**src/rtl/dmem_arbiter.sv**
```systemverilog
// ---------------------------------------------------------------------------
// dmem_arbiter
//
// Purpose:
//   Two-requester arbiter and access controller in front of the single-port
//   data memory. Requester 0 is the core load/store stage and requester 1 is
//   the debug/DMA loader. One access is granted per cycle. Arbitration is
//   round-robin, and a requester can lock ownership for up to MAX_LOCK
//   consecutive grants. Each granted access is checked for func3 legality and
//   alignment. Legal accesses drive the memory. Every granted access gets a
//   registered one-cycle response pulse in the following cycle.
//
// Ports:
//   clk, rst            clock, synchronous active-high reset
//   i_mN_req            request valid (N = 0,1)
//   i_mN_lock           keep ownership for the next access
//   i_mN_rd_en          load request
//   i_mN_wr_en          store request
//   i_mN_func3          RISC-V load/store func3
//   i_mN_addr           byte address
//   i_mN_wdata          store data
//   o_mN_gnt            request accepted this cycle (combinational)
//   o_mN_rsp_valid      response pulse, one cycle after grant
//   o_mN_rdata          load data (0 for stores and errors)
//   o_mN_err            access rejected (qualified by rsp_valid)
//   o_mem_rd_en/wr_en   memory enables, legal granted accesses only
//   o_mem_func3/addr/wdata  granted fields to memory (0 when not enabled)
//   i_mem_rdata         memory read data, combinational from addr/func3
// ---------------------------------------------------------------------------
module dmem_arbiter #(
    parameter int ADDR_W   = 32,
    parameter int DATA_W   = 32,
    parameter int MAX_LOCK = 4
) (
    input  logic              clk,
    input  logic              rst,

    input  logic              i_m0_req,
    input  logic              i_m0_lock,
    input  logic              i_m0_rd_en,
    input  logic              i_m0_wr_en,
    input  logic [2:0]        i_m0_func3,
    input  logic [ADDR_W-1:0] i_m0_addr,
    input  logic [DATA_W-1:0] i_m0_wdata,
    output logic              o_m0_gnt,
    output logic              o_m0_rsp_valid,
    output logic [DATA_W-1:0] o_m0_rdata,
    output logic              o_m0_err,

    input  logic              i_m1_req,
    input  logic              i_m1_lock,
    input  logic              i_m1_rd_en,
    input  logic              i_m1_wr_en,
    input  logic [2:0]        i_m1_func3,
    input  logic [ADDR_W-1:0] i_m1_addr,
    input  logic [DATA_W-1:0] i_m1_wdata,
    output logic              o_m1_gnt,
    output logic              o_m1_rsp_valid,
    output logic [DATA_W-1:0] o_m1_rdata,
    output logic              o_m1_err,

    output logic              o_mem_rd_en,
    output logic              o_mem_wr_en,
    output logic [2:0]        o_mem_func3,
    output logic [ADDR_W-1:0] o_mem_addr,
    output logic [DATA_W-1:0] o_mem_wdata,
    input  logic [DATA_W-1:0] i_mem_rdata
);

    typedef enum logic {
        ARB   = 1'b0,
        LOCKN = 1'b1
    } ArbState;

    localparam logic [4:0] MAX_LOCK_W = 5'(MAX_LOCK);

    ArbState     r_state;
    ArbState     w_nextState;
    logic        r_lockOwner;
    logic        w_nextLockOwner;
    logic [3:0]  r_lockCnt;
    logic [3:0]  w_nextLockCnt;
    logic        r_rrPtr;
    logic        w_nextRrPtr;

    logic        w_ownerReq;
    logic        w_holdOwner;
    logic        w_anyGnt;
    logic        w_sel;
    logic [4:0]  w_cntPlus;

    logic        w_selLock;
    logic        w_selRd;
    logic        w_selWr;
    logic [2:0]  w_selFunc3;
    logic [ADDR_W-1:0] w_selAddr;
    logic [DATA_W-1:0] w_selWdata;
    logic        w_fieldOk;
    logic        w_legal;
    logic        w_accessOk;

    logic        r_rspValid0;
    logic        r_rspValid1;
    logic        r_err;
    logic [DATA_W-1:0] r_rdata;

    // Grant selection. While locked, the owner wins whenever it requests.
    // Otherwise (plain ARB, or a locked cycle where the owner went idle) the
    // round-robin pointer breaks ties. No grant is given while in reset.
    always_comb begin
        w_ownerReq  = r_lockOwner ? i_m1_req : i_m0_req;
        w_holdOwner = (r_state == LOCKN) && w_ownerReq;
        w_anyGnt    = 1'b0;
        w_sel       = 1'b0;
        if (!rst) begin
            if (w_holdOwner) begin
                w_anyGnt = 1'b1;
                w_sel    = r_lockOwner;
            end else if (i_m0_req && i_m1_req) begin
                w_anyGnt = 1'b1;
                w_sel    = r_rrPtr;
            end else if (i_m0_req) begin
                w_anyGnt = 1'b1;
                w_sel    = 1'b0;
            end else if (i_m1_req) begin
                w_anyGnt = 1'b1;
                w_sel    = 1'b1;
            end
        end
    end

    assign o_m0_gnt = w_anyGnt & ~w_sel;
    assign o_m1_gnt = w_anyGnt &  w_sel;

    // Mux the granted requester's fields onto one set of wires.
    assign w_selLock  = w_sel ? i_m1_lock  : i_m0_lock;
    assign w_selRd    = w_sel ? i_m1_rd_en : i_m0_rd_en;
    assign w_selWr    = w_sel ? i_m1_wr_en : i_m0_wr_en;
    assign w_selFunc3 = w_sel ? i_m1_func3 : i_m0_func3;
    assign w_selAddr  = w_sel ? i_m1_addr  : i_m0_addr;
    assign w_selWdata = w_sel ? i_m1_wdata : i_m0_wdata;
    assign w_cntPlus  = {1'b0, r_lockCnt} + 5'd1;

    // Next-state logic. A locked owner that keeps being granted counts its
    // grants and falls back to ARB when it drops lock or hits the limit.
    // If the owner goes idle the lock is released and the cycle is arbitrated
    // normally, so the other requester's grant decides the final pointer.
    always_comb begin
        w_nextState     = r_state;
        w_nextLockOwner = r_lockOwner;
        w_nextLockCnt   = r_lockCnt;
        w_nextRrPtr     = r_rrPtr;
        if (w_holdOwner) begin
            w_nextLockCnt = w_cntPlus[3:0];
            if (!w_selLock || (w_cntPlus >= MAX_LOCK_W)) begin
                w_nextState = ARB;
                w_nextRrPtr = ~r_lockOwner;
            end
        end else begin
            if (r_state == LOCKN) begin
                w_nextState = ARB;
                w_nextRrPtr = ~r_lockOwner;
            end
            if (w_anyGnt) begin
                w_nextRrPtr = ~w_sel;
                if (w_selLock && (MAX_LOCK > 1)) begin
                    w_nextState     = LOCKN;
                    w_nextLockOwner = w_sel;
                    w_nextLockCnt   = 4'd1;
                end
            end
        end
    end

    // Arbitration state registers.
    always_ff @(posedge clk) begin
        if (rst) begin
            r_state     <= ARB;
            r_lockOwner <= 1'b0;
            r_lockCnt   <= 4'd0;
            r_rrPtr     <= 1'b0;
        end else begin
            r_state     <= w_nextState;
            r_lockOwner <= w_nextLockOwner;
            r_lockCnt   <= w_nextLockCnt;
            r_rrPtr     <= w_nextRrPtr;
        end
    end

    // Legality check. The encodings 100/101 (unsigned byte/half) exist only
    // for loads. The required alignment follows from the access size.
    always_comb begin
        w_fieldOk = 1'b0;
        case (w_selFunc3)
            3'b000:  w_fieldOk = 1'b1;
            3'b001:  w_fieldOk = ~w_selAddr[0];
            3'b010:  w_fieldOk = (w_selAddr[1:0] == 2'b00);
            3'b100:  w_fieldOk = w_selRd;
            3'b101:  w_fieldOk = w_selRd & ~w_selAddr[0];
            default: w_fieldOk = 1'b0;
        endcase
    end

    assign w_legal    = (w_selRd ^ w_selWr) & w_fieldOk;
    assign w_accessOk = w_anyGnt & w_legal;

    // Rejected accesses are consumed but never reach the memory, and the
    // bus is held at zero whenever nothing legal is in flight.
    assign o_mem_rd_en = w_accessOk & w_selRd;
    assign o_mem_wr_en = w_accessOk & w_selWr;
    assign o_mem_func3 = w_accessOk ? w_selFunc3 : 3'b000;
    assign o_mem_addr  = w_accessOk ? w_selAddr  : '0;
    assign o_mem_wdata = w_accessOk ? w_selWdata : '0;

    // Response registers: capture the outcome of this cycle's grant for
    // delivery in the next cycle.
    always_ff @(posedge clk) begin
        if (rst) begin
            r_rspValid0 <= 1'b0;
            r_rspValid1 <= 1'b0;
            r_err       <= 1'b0;
            r_rdata     <= '0;
        end else begin
            r_rspValid0 <= o_m0_gnt;
            r_rspValid1 <= o_m1_gnt;
            r_err       <= w_anyGnt & ~w_legal;
            r_rdata     <= (w_accessOk && w_selRd) ? i_mem_rdata : '0;
        end
    end

    // A response still registered when reset arrives must never show, so the
    // pulse is masked by reset as well as cleared by it.
    assign o_m0_rsp_valid = r_rspValid0 & ~rst;
    assign o_m1_rsp_valid = r_rspValid1 & ~rst;
    assign o_m0_rdata     = o_m0_rsp_valid ? r_rdata : '0;
    assign o_m1_rdata     = o_m1_rsp_valid ? r_rdata : '0;
    assign o_m0_err       = o_m0_rsp_valid & r_err;
    assign o_m1_err       = o_m1_rsp_valid & r_err;

endmodule

```
**config.mk**
```make
export PLATFORM = sky130hd
export DESIGN_NAME = dmem_arbiter
export DESIGN_NICKNAME = d
export VERILOG_FILES = /design/src/rtl/dmem_arbiter.sv
export SDC_FILE = /design/constraint.sdc
export NUM_CORES = 1
export LEC_CHECK = 0
export ABC_AREA = 1
export ABC_CLOCK_PERIOD_IN_PS = 3200
export BUFFER_PORTS_ARGS = -buffer_cell sky130_fd_sc_hd__buf_4
export CAP_MARGIN = 15
export CELL_PAD_IN_SITES_DETAIL_PLACEMENT = 1
export CELL_PAD_IN_SITES_GLOBAL_PLACEMENT = 1
export CORE_MARGIN = 4
export CORE_UTILIZATION = 22
export DETAILED_ROUTE_END_ITERATION = 10
export PLACE_DENSITY_LB_ADDON = 0.1
export SETUP_SLACK_MARGIN = 0.05
export SLEW_MARGIN = 20
export SYNTH_ARGS = -nofsm -noshare
export SYNTH_HDL_FRONTEND = slang
export SYNTH_SLANG_ARGS = --single-unit
```
**constraint.sdc**
```tcl
create_clock -name clk -period 3.2 [get_ports clk]
set_clock_uncertainty 0.2 [all_clocks]
set_input_delay 0.8 -clock clk [delete_from_list [all_inputs] [get_ports clk]]
set_output_delay 0.8 -clock clk [all_outputs]
set_load 0.01 [all_outputs]
```
==> results.txt, run 1 <==
----------------------------------------------------
[Status]
  Result of the run ... finished with violations
  Violations in the final reports ... negative setup slack

[Synth]
  Sequential element share of the synthesized area ... 0.242
  Area share of the largest cell type after synthesis ... 0.242
  Net Count, Synth ... roughly 830
  EDFF count, synth ... 0
  Most instantiated cells after synthesis ... 221 x sky130_fd_sc_hd__nand2_1, 149 x sky130_fd_sc_hd__nor2_1, 144 x sky130_fd_sc_hd__inv_1
  Cell Area, Synth ... 3480 um2
  Leading cell type by number of instances after synthesis ... sky130_fd_sc_hd__nand2_1
  Area contributors post-synth ... sky130_fd_sc_hd__dfxtp_1 24%, sky130_fd_sc_hd__nand2_1 24%, sky130_fd_sc_hd__nor2_1 16%
  Cell accounting for the most synthesized area ... sky130_fd_sc_hd__dfxtp_1
  Post-synth cell types ... 28
  Synthesized area per cell ... between 5 and 6 um2
  Warnings, synthesis ... 0
  Post-synthesis cell count ... 654
  Synthesized flop and latch total ... 42
  Top FF cell, synth ... sky130_fd_sc_hd__dfxtp_1
  FFs w/ async S/R, synth ... 0

[Routing]
  Residual DRC count ... 0
  Drt total wl ... 17,800 um
  Total length of routed met3 wires ... 1490 um
  Total number of vias ... between 4,000 and 5,000
  Pre-antenna DRT Iters ... 4
  Average detailed-routed wire length per instance ... 14.6 um
  DRC violation total after the first TritonRoute iteration ... 106
  Highest metal layer used by the detailed router ... met4
  Detailed-routed wire length on met2 ... 9130 um
  Met1 routed wirelength after detailed routing ... 6770 um
  Via density ... slightly above 4
  Number of nets with antenna violations after routing ... 0

[Floorplanning]
  Placeable Area ... 15,300 um2
  I/O pins ... 315
  Chip width ... 134 um
  Die Outline Area ... 17,900 um2
  Vert. Die Dim ... 134 um
  Initial standard-cell utilization of the core ... 0.227
  Cell Rows ... 45

[CTS]
  Clock sinks ... 42
  Bufs on Longest Clock Path ... 2
  Hold Buf Count CTS ... 0
  Total number of H-tree levels ... 2
  CTS buffer count ... 5
  CTS tree ... yes
  Clock root buffer master ... sky130_fd_sc_hd__clkbuf_16
  Clock latency on the worst-skew pair ... 0.28 ns
  Register clock-pin slew on the reported worst setup and hold paths ... 0.06 ns

[Power]
  Cell Pwr Density ... 242 nW/um2
  Leakage component of the power ... 4.10 nW
  Total power draw ... 0.00179 W
  Max VDD drop ... 185 uV

[Place]
  Instance area after placement ... 6300 um2
  Number of buffers added on ports ... 314
  HPWL reported at the end of detailed placement ... roughly 14,000 um
  Routability-driven placement congestion ratio ... around 0.77
  Placement Setup Slack ... -0.381 ns

[Setup path]
  Reg-to-reg endpoint ... r_rdata[2]
  Max Fanout on Critical Path ... 6
  Reg-to-Reg Start ... r_lockOwner
  Sort of element at the start of the critical path ... input port
  FF-to-FF path depth ... 15
  Type of element capturing the critical path ... output port
  Path type of the worst setup path ... in -> out
  Crit path from ... i_m0_req
  Reg-to-reg setup timing slack ... 0.70 ns
  Arr. time, crit path ... 2.52 ns
  Required time at the worst-slack endpoint ... 2.20 ns

[Cells and area]
  Layout overhead on the synthesized area ... 113%
  Antenna diode count ... 0
  Count of fill cells added during filler insertion ... 2,035
  Ratio of cells with drive above 1 in the final layout ... 0.482
  Finished Cell Area ... 7390 um2
  Number of nets in the finished design ... 1,182

[GRT]
  Vias in the first global route ... 5,037
  Antenna violations before repair ... 0
  Overflow after GRT ... 0
  Pin count of the biggest net entering global routing ... 35
  Wire length of the first global-routing pass ... around 27,000 um
  GRT Util Overall ... 0.186

[Timing]
  Final worst-path cycle share ... 1.10
  Rel. slew slack ... 0.747
  Time the worst path needs with I/O delays and setup ... 3.52 ns
  Count of final hold-check violations ... 0
  Slew of the pin with the lowest slew margin ... ~0.38 ns
  Number of pins exceeding their max-slew limit in the final report ... 0
  Unrepaired setup endpoints after global routing ... true
  Setup TNS ... -19.20 ns
  Crit path setup slack, layout ... -0.325 ns
  Fmax ... about 280 MHz
  Final count of negative-setup-slack endpoints ... 69

[Flow run]
  Max-capacitance violation count ... 0

[Hold path]
  Hold path depth ... 2
  Startpoint of the worst hold path ... r_lockCnt[1]
  Hold EP ... r_lockCnt[1]
  Hold Crit Class ... reg -> reg

----------------------------------------------------
==> power breakdown <==
| group | internal, W | switching, W | total [W] |
|---|---|---|---|
| clock | 0.000309 | 0.000203 | 0.000513 |
| combinational | 0.000379 | 0.000356 | 0.000735 |
| sequential | 0.000536 | 0.00000703 | 0.000543 |
==> logic make-up after synthesis <==
| group | after synthesis | share of synthesized area |
|---|---|---|
| flops | 42 | 0.242 |
| xor+xnor | 2 | 0.00504 |
| simple gates | 411 | 0.511 |
| compound gates | 17 | 0.0270 |
| fa+ha+maj | 2 | 0.00720 |
| buf+inv | 180 | 0.208 |
==> flip-flops by register name (all words and copies together) (netlist names) <==
signal / flops
r_rdata: 32
r_lockCnt: 4
r_err: 1
r_lockOwner: 1
r_rrPtr: 1
r_rspValid0: 1
r_rspValid1: 1
r_state: 1
==> timing repair <==
item	4_1_cts	5_1_grt
pin swaps	9	15
endpoints found under the hold margin	0	0
gates resized for setup	79	66
buffers inserted	9	9
gates cloned	4	7
setup endpoints to repair	69	71
==> per-stage QoR <==
| stage | util | hold slack (ns) | std cells |
|---|---|---|---|
| after floorplan | - | 0.259 | 654 |
| after global placement | 0.412 | 0.282 | 1179 |
| after detailed placement | 0.412 | 0.289 | 1179 |
| after CTS | 0.449 | 0.309 | 1200 |
| after global routing | 0.483 | 0.348 | 1216 |
| final | 0.483 | 0.312 | 1216 |
==> layout make-up <==
class,count,area (um2),area share
Multi-Input combinational cell,433,2310,0.313
Timing Repair Buffer,373,3240,0.439
Tap cell,211,264,0.0357
Clock inverter,1,5.00,0.000677
Clock buffer,7,143,0.0193
Sequential cell,42,841,0.114
Inverter,149,584,0.0791
==> layer usage <==
metal  vias to the layer above  global-route usage
met1                      2187               0.208
met2                       196               0.338
met5                         -                   0
li1                       2526                   -
met4                         0              0.0514
met3                        22              0.0593
==> placed cells by master (no fill, tap or decap), drive strengths merged <==
cell type	netlist	final
buf	13	366
nor2	170	170
dfxtp	42	42
clkinv	0	1
nand3	8	8
or2	1	1
o21ai	4	4
a21oi	11	11
ha	2	2
nand2	226	227
inv	149	149
nor3	1	1
o211ai	2	2
xnor2	2	2
clkbuf	18	14
nand4	1	1
nor2b	1	1
nand3b	3	3
==> critical path, cell delays in order <==
cell and delay, ns:
sky130_fd_sc_hd__buf_12 0.10, sky130_fd_sc_hd__inv_12 0.03, sky130_fd_sc_hd__nand2_4 0.05, sky130_fd_sc_hd__nand3_4 0.10
sky130_fd_sc_hd__nand2_8 0.13, sky130_fd_sc_hd__nand2_8 0.08, sky130_fd_sc_hd__buf_6 0.13, sky130_fd_sc_hd__nand2_2 0.07
sky130_fd_sc_hd__nand2_2 0.05, sky130_fd_sc_hd__nand2_1 0.07, sky130_fd_sc_hd__nand2_2 0.07, sky130_fd_sc_hd__nor2_4 0.14
sky130_fd_sc_hd__nand3_4 0.13, sky130_fd_sc_hd__clkbuf_16 0.20, sky130_fd_sc_hd__buf_16 0.14, sky130_fd_sc_hd__nor2_2 0.10
sky130_fd_sc_hd__buf_4 0.13
==> worst max-delay path by stage <==
stage,slack (ns),end,cells past startpoint
2_1_floorplan,0.04,o_mem_wdata[11],15
3_3_place_gp,-0.35,o_mem_addr[1],14
3_5_place_dp,-0.38,o_mem_addr[1],14
4_1_cts,-0.25,o_mem_wr_en,15
5_1_grt,-0.40,o_mem_addr[8],17
6_report,-0.32,o_mem_addr[10],17
Power figures use the tool's default switching activity.
==> inputs of run 2 (changes only) <==
--- a/config.mk
+++ b/config.mk
@@ -11,9 +11,9 @@
 export CAP_MARGIN = 15
 export CELL_PAD_IN_SITES_DETAIL_PLACEMENT = 1
 export CELL_PAD_IN_SITES_GLOBAL_PLACEMENT = 1
-export CORE_MARGIN = 4
 export CORE_UTILIZATION = 22
 export DETAILED_ROUTE_END_ITERATION = 10
+export GPL_ROUTABILITY_DRIVEN = 0
 export PLACE_DENSITY_LB_ADDON = 0.1
 export SETUP_SLACK_MARGIN = 0.05
 export SLEW_MARGIN = 20
==> results.txt, run 2 (synthesis gave the netlist of run 1 again) <==
----------------------------------------------------
[Place]
  Number of buffers added on ports ... 314
  HPWL reported at the end of detailed placement ... 12,600 um
  Placement Setup Slack ... -0.384 ns
  Count of placed standard cells including taps ... 1,181

[Flow run]
  Max-capacitance violation count ... 0

[CTS]
  Clock root buffer master ... sky130_fd_sc_hd__clkbuf_16
  Total number of H-tree levels ... 2
  CTS tree ... yes
  Bufs on Longest Clock Path ... 2
  Register clock-pin slew on the reported worst setup and hold paths ... 0.06 ns
  Clock sinks ... 42
  CTS buffer count ... 5
  Clock latency on the worst-skew pair ... 0.28 ns
  Hold Buf Count CTS ... 0

[Hold path]
  Startpoint of the worst hold path ... r_lockCnt[3]
  Hold Crit Class ... reg -> reg

[Cells and area]
  Final Instance Count excl. Fillers ... 1,211
  Antenna diode count ... 0
  Most frequent standard cell in the layout excluding fill and tap cells ... sky130_fd_sc_hd__buf_4
  Largest register FFs ... 32
  Layout overhead on the synthesized area ... 106%
  Ratio of cells with drive above 1 in the final layout ... 0.472
  Register name with the most flops ... r_rdata
  Largest registers ranked by flip-flop count ... r_rdata: 32 flops, r_lockCnt: 4 flops
  Most used cells in the layout excluding fill and tap cells ... 321 x sky130_fd_sc_hd__buf_4, 211 x sky130_fd_sc_hd__nand2_1, 142 x sky130_fd_sc_hd__inv_1, 106 x sky130_fd_sc_hd__nor2_1, 42 x sky130_fd_sc_hd__dfxtp_1
  Number of nets in the finished design ... 1,177

[GRT]
  Vias in the first global route ... 4,924
  Antenna violations before repair ... 0
  Pin count of the biggest net entering global routing ... 35
  GRT Util Overall ... 0.192
  Wire length of the first global-routing pass ... between 20,000 and 25,000 um
  Overflow after GRT ... 0

[Power]
  Cell Pwr Density ... ~240 nW/um2
  Max VDD drop ... 181 uV
  Leakage component of the power ... approximately 4 nW

[Floorplanning]
  Chip width ... 128 um
  Initial standard-cell utilization of the core ... 0.227
  Cell Rows ... between 40 and 50
  Die Outline Area ... roughly 16,000 um2
  Placeable Area ... between 15,000 and 20,000 um2
  I/O pins ... 315
  Vert. Die Dim ... ~130 um

[Setup path]
  Arr. time, crit path ... 2.48 ns
  Crit path from ... i_m1_req
  Max Fanout on Critical Path ... 6
  Timing endpoint of the critical path ... o_mem_addr[17]
  Reg-to-reg endpoint ... r_rdata[13]
  Type of element capturing the critical path ... output port
  Reg-to-Reg Start ... r_lockOwner
  Reg-to-reg setup timing slack ... 0.70 ns
  Path type of the worst setup path ... in -> out
  Sort of element at the start of the critical path ... input port
  FF-to-FF path depth ... 14
  Required time at the worst-slack endpoint ... 2.20 ns

[Timing]
  Slew of the pin with the lowest slew margin ... approximately 0.36 ns
  Time the worst path needs with I/O delays and setup ... roughly 3.5 ns
  Unrepaired setup endpoints after global routing ... true
  Rel. slew slack ... 0.760
  Number of pins exceeding their max-slew limit in the final report ... 0
  Final count of negative-setup-slack endpoints ... 69
  Final worst-path cycle share ... 1.09
  Crit path setup slack, layout ... -0.278 ns
  Count of final hold-check violations ... 0
  Fmax ... 287 MHz

[Status]
  Result of the run ... finished with violations
  Violations in the final reports ... negative setup slack

[Routing]
  Average detailed-routed wire length per instance ... 13.2 um
  Drt total wl ... 16,000 um
  Residual DRC count ... 0
  Total number of vias ... 4,921
  DRC violation total after the first TritonRoute iteration ... 92
  Via density ... 4.06
  Number of nets with antenna violations after routing ... 0
  Pre-antenna DRT Iters ... 4

----------------------------------------------------
==> run 2: cell count changes in the layout (fill, tap and decap cells not counted), sizes merged <==
cell      delta
buf          -1
bufbuf       +1
clkbuf       -7
clkinv       +1
clkinvlp     +1
inv          -1
nand3        +1
==> run 2: final cells by class <==
class	count	area, um2
Inverter	149	582
Clock buffer	6	139
Multi-Input combinational cell	434	2240
Timing Repair Buffer	367	3090
Fill cell	2035	8150
Clock inverter	2	12.5
Tap cell	211	264
Sequential cell	42	841
==> run 2: worst min path at each step <==
| stage | endpoint | slack (ns) | depth (start not counted) |
|---|---|---|---|
| 2_1_floorplan | r_lockCnt[3] | 0.26 | 2 |
| 3_3_place_gp | r_lockCnt[3] | 0.28 | 2 |
| 3_5_place_dp | r_lockCnt[3] | 0.28 | 2 |
| 4_1_cts | r_lockCnt[3] | 0.29 | 2 |
| 5_1_grt | r_lockCnt[3] | 0.32 | 2 |
| 6_report | r_lockCnt[3] | 0.29 | 2 |
==> run 2: repair_timing <==
| item | CTS | global route |
|---|---|---|
| gates cloned | 5 | 1 |
| endpoints found under the setup margin | 69 | 69 |
| buffers inserted | 12 | 4 |
| pin swaps | 11 | 15 |
| gates resized for setup | 100 | 25 |
==> run 2: through the flow <==
step / utilization / hold WS (ns) / TNS, ns / total power, W / area (um2)
finish: 0.468 / 0.289 / -16.51 / 0.00175 / 7170
global route: 0.468 / 0.315 / -22.29 / 0.00186 / 7170
CTS: 0.459 / 0.292 / -14.67 / 0.00176 / 7030
detailed placement: 0.413 / 0.283 / -21.55 / 0.00114 / 6320
global placement: 0.413 / 0.284 / -19.10 / 0.00114 / 6320
floorplan: - / 0.259 / 0 / 0.000826 / 3530
==> run 2: report_power, final <==
part | total [W] | switching, W | internal (W)
clock network | 0.000514 | 0.000205 | 0.000309
logic | 0.000696 | 0.000337 | 0.000359
registers | 0.000543 | 0.00000674 | 0.000536
==> run 2: layer usage <==
metal,track usage,vias to the layer above,share of wire
met2,0.374,192,0.53
met5,0,-,0
met1,0.198,2191,0.36
met3,0.0534,19,0.084
met4,0.0561,0,0.021
li1,-,2519,-
==> run 2: critical path, stage by stage <==
cell and delay (ns):
sky130_fd_sc_hd__buf_8 0.09, sky130_fd_sc_hd__inv_6 0.03, sky130_fd_sc_hd__nand2_4 0.05, sky130_fd_sc_hd__nand3_4 0.10, sky130_fd_sc_hd__nand2_8 0.13, sky130_fd_sc_hd__buf_6 0.12
sky130_fd_sc_hd__nand3b_1 0.13, sky130_fd_sc_hd__nand2_2 0.14, sky130_fd_sc_hd__nand3_2 0.09, sky130_fd_sc_hd__nand2_2 0.11, sky130_fd_sc_hd__nand3_4 0.13, sky130_fd_sc_hd__buf_8 0.17
sky130_fd_sc_hd__buf_12 0.14, sky130_fd_sc_hd__nor2_2 0.09, sky130_fd_sc_hd__buf_4 0.13
==> inputs of run 3 (changes only) <==
--- a/config.mk
+++ b/config.mk
@@ -15,6 +15,7 @@
 export DETAILED_ROUTE_END_ITERATION = 10
 export GPL_ROUTABILITY_DRIVEN = 0
 export PLACE_DENSITY_LB_ADDON = 0.1
+export REMOVE_ABC_BUFFERS = 1
 export SETUP_SLACK_MARGIN = 0.05
 export SLEW_MARGIN = 20
 export SYNTH_ARGS = -nofsm -noshare
==> results.txt, run 3 (synthesis gave the netlist of run 1 again) <==
----------------------------------------------------
[Timing]
  Rel. slew slack ... 0.709
  Setup TNS ... -10.22 ns
  Fmax ... a little under 300 MHz
  Final worst-path cycle share ... 1.06
  Final count of negative-setup-slack endpoints ... 68
  Crit path setup slack, layout ... -0.186 ns
  Number of pins exceeding their max-slew limit in the final report ... 0
  Slew of the pin with the lowest slew margin ... ~0.44 ns
  Unrepaired setup endpoints after global routing ... true
  Time the worst path needs with I/O delays and setup ... 3.39 ns
  Count of final hold-check violations ... 0

[Setup path]
  Sort of element at the start of the critical path ... input port
  FF-to-FF path depth ... 14
  Arr. time, crit path ... 2.39 ns
  Required time at the worst-slack endpoint ... 2.20 ns
  Path type of the worst setup path ... in -> out
  Type of element capturing the critical path ... output port
  Max Fanout on Critical Path ... 28

[CTS]
  Total number of H-tree levels ... 2
  CTS buffer count ... 5
  CTS tree ... yes
  Clock latency on the worst-skew pair ... between 0.2 and 0.3 ns
  Register clock-pin slew on the reported worst setup and hold paths ... 0.06 ns
  Clock root buffer master ... sky130_fd_sc_hd__clkbuf_16
  Bufs on Longest Clock Path ... 2
  Hold Buf Count CTS ... 0
  Clock sinks ... 42

[Floorplanning]
  Chip width ... 128 um
  Placeable Area ... 15,300 um2
  Die Outline Area ... 16,300 um2
  Cell Rows ... 45
  Initial standard-cell utilization of the core ... 0.227
  I/O pins ... 315
  Vert. Die Dim ... ~130 um

[GRT]
  GRT Util Overall ... 0.193
  Wire length of the first global-routing pass ... 24,600 um
  Busiest layer in global routing ... met2
  Pin count of the biggest net entering global routing ... 57
  Overflow after GRT ... 0
  Antenna violations before repair ... 0
  Met3 routing resource usage after global routing ... 0.0651
  Fraction of met2 tracks used by global routing ... 0.374
  Met1 Usage GRT ... 0.193
  Vias in the first global route ... 4,803

[Place]
  HPWL reported at the end of detailed placement ... 13,000 um
  Instance area after placement ... 6190 um2
  Number of buffers added on ports ... about 310

[Routing]
  Drt total wl ... 16,300 um
  DRC violation total after the first TritonRoute iteration ... 101
  Total number of vias ... roughly 4,900
  Number of nets with antenna violations after routing ... 0
  Average detailed-routed wire length per instance ... between 10 and 15 um
  Via density ... a little over 4
  Pre-antenna DRT Iters ... 4
  Residual DRC count ... 0

[Power]
  Total power draw ... about 0.0017 W
  Leakage component of the power ... 3.89 nW
  Max VDD drop ... about 170 uV
  Cell Pwr Density ... 249 nW/um2

[Cells and area]
  Ratio of cells with drive above 1 in the final layout ... 0.438
  Largest registers ranked by flip-flop count ... r_rdata: 32 flops, r_lockCnt: 4 flops
  Register name with the most flops ... r_rdata
  Largest register FFs ... 32
  Number of nets in the finished design ... 1,163
  Layout overhead on the synthesized area ... 95.5%
  Most used cells in the layout excluding fill and tap cells ... 318 x sky130_fd_sc_hd__buf_4, 206 x sky130_fd_sc_hd__nand2_1, 142 x sky130_fd_sc_hd__inv_1, 138 x sky130_fd_sc_hd__nor2_1, 42 x sky130_fd_sc_hd__dfxtp_1
  Antenna diode count ... 0
  Most frequent standard cell in the layout excluding fill and tap cells ... sky130_fd_sc_hd__buf_4
  Finished Cell Area ... 6800 um2

[Flow run]
  Max-capacitance violation count ... 0

[Hold path]
  Hold Crit Class ... reg -> reg
  Hold path depth ... 2

[Status]
  Result of the run ... finished with violations
  Violations in the final reports ... negative setup slack

----------------------------------------------------
[run 3: cell count changes in the layout (fill, tap and decap cells not counted), sizes merged]
cell / previous run / this run
buf: 365 / 354
inv: 148 / 149
nand3: 9 / 8
clkinv: 2 / 1
bufbuf: 1 / 0
clkinvlp: 1 / 0
[run 3: cell type report]
cell class,instances,area (um2)
flip-flops and latches,42,841
inverters,149,574
clock buffers,7,143
well taps,211,264
repair buffers,354,2840
fillers,2073,8520
multi-input cells,433,2130
clock inverters,1,5.00
[run 3: per-stage QoR]
| step | util | hold slack (ns) | cells | worst slack (ns) |
|---|---|---|---|---|
| 2_1_floorplan | - | 0.252 | 623 | -1.98 |
| 3_3_place_gp | 0.404 | 0.288 | 1176 | -0.322 |
| 3_5_place_dp | 0.404 | 0.291 | 1176 | -0.349 |
| 4_1_cts | 0.432 | 0.299 | 1191 | -0.138 |
| 5_1_grt | 0.444 | 0.337 | 1197 | -0.332 |
| 6_report | 0.444 | 0.298 | 1197 | -0.186 |
[run 3: final timing paths]
kind / from / endpoint / slack, ns
worst max-delay path: i_m1_req / o_mem_addr[29] / -0.19
worst min-delay path: r_lockCnt[3] / r_lockCnt[3] / 0.30
worst max register to register: r_lockOwner / r_rdata[19] / 0.80
worst min register to register: r_lockCnt[3] / r_lockCnt[3] / 0.30
[run 3: where the power goes]
part | total (W) | internal, W | leakage [nW] | switching, W
sequential | 0.000544 | 0.000536 | 0.340 | 0.00000739
clock | 0.000507 | 0.000309 | 0.0739 | 0.000198
combinational | 0.000644 | 0.000326 | 3.47 | 0.000317
total | 0.00169 | 0.00117 | 3.89 | 0.000523
[run 3: critical path, cell delays in order]
cell and delay, ns:
sky130_fd_sc_hd__buf_8 0.09, sky130_fd_sc_hd__inv_4 0.04, sky130_fd_sc_hd__nand2_4 0.05, sky130_fd_sc_hd__nand3_4 0.10, sky130_fd_sc_hd__nand2_8 0.12, sky130_fd_sc_hd__nand2_8 0.09
sky130_fd_sc_hd__buf_6 0.13, sky130_fd_sc_hd__nand2_4 0.06, sky130_fd_sc_hd__nand2_4 0.05, sky130_fd_sc_hd__nand2_2 0.07, sky130_fd_sc_hd__nand2_2 0.07, sky130_fd_sc_hd__nor2_4 0.12
sky130_fd_sc_hd__nand3_4 0.12, sky130_fd_sc_hd__buf_12 0.21, sky130_fd_sc_hd__nor2_2 0.13, sky130_fd_sc_hd__buf_4 0.14
[run 3: routing by layer]
layer,vias up,share of wire
li1,2481,-
met1,2159,0.35
met3,24,0.095
met5,-,0
met2,190,0.53
met4,0,0.022
[run 3: repair_timing]
action	CTS	global route
cloned	1	0
endpoints found under the setup margin	69	69
gates resized for setup	59	37
pin swaps	7	7
buffers inserted	7	9
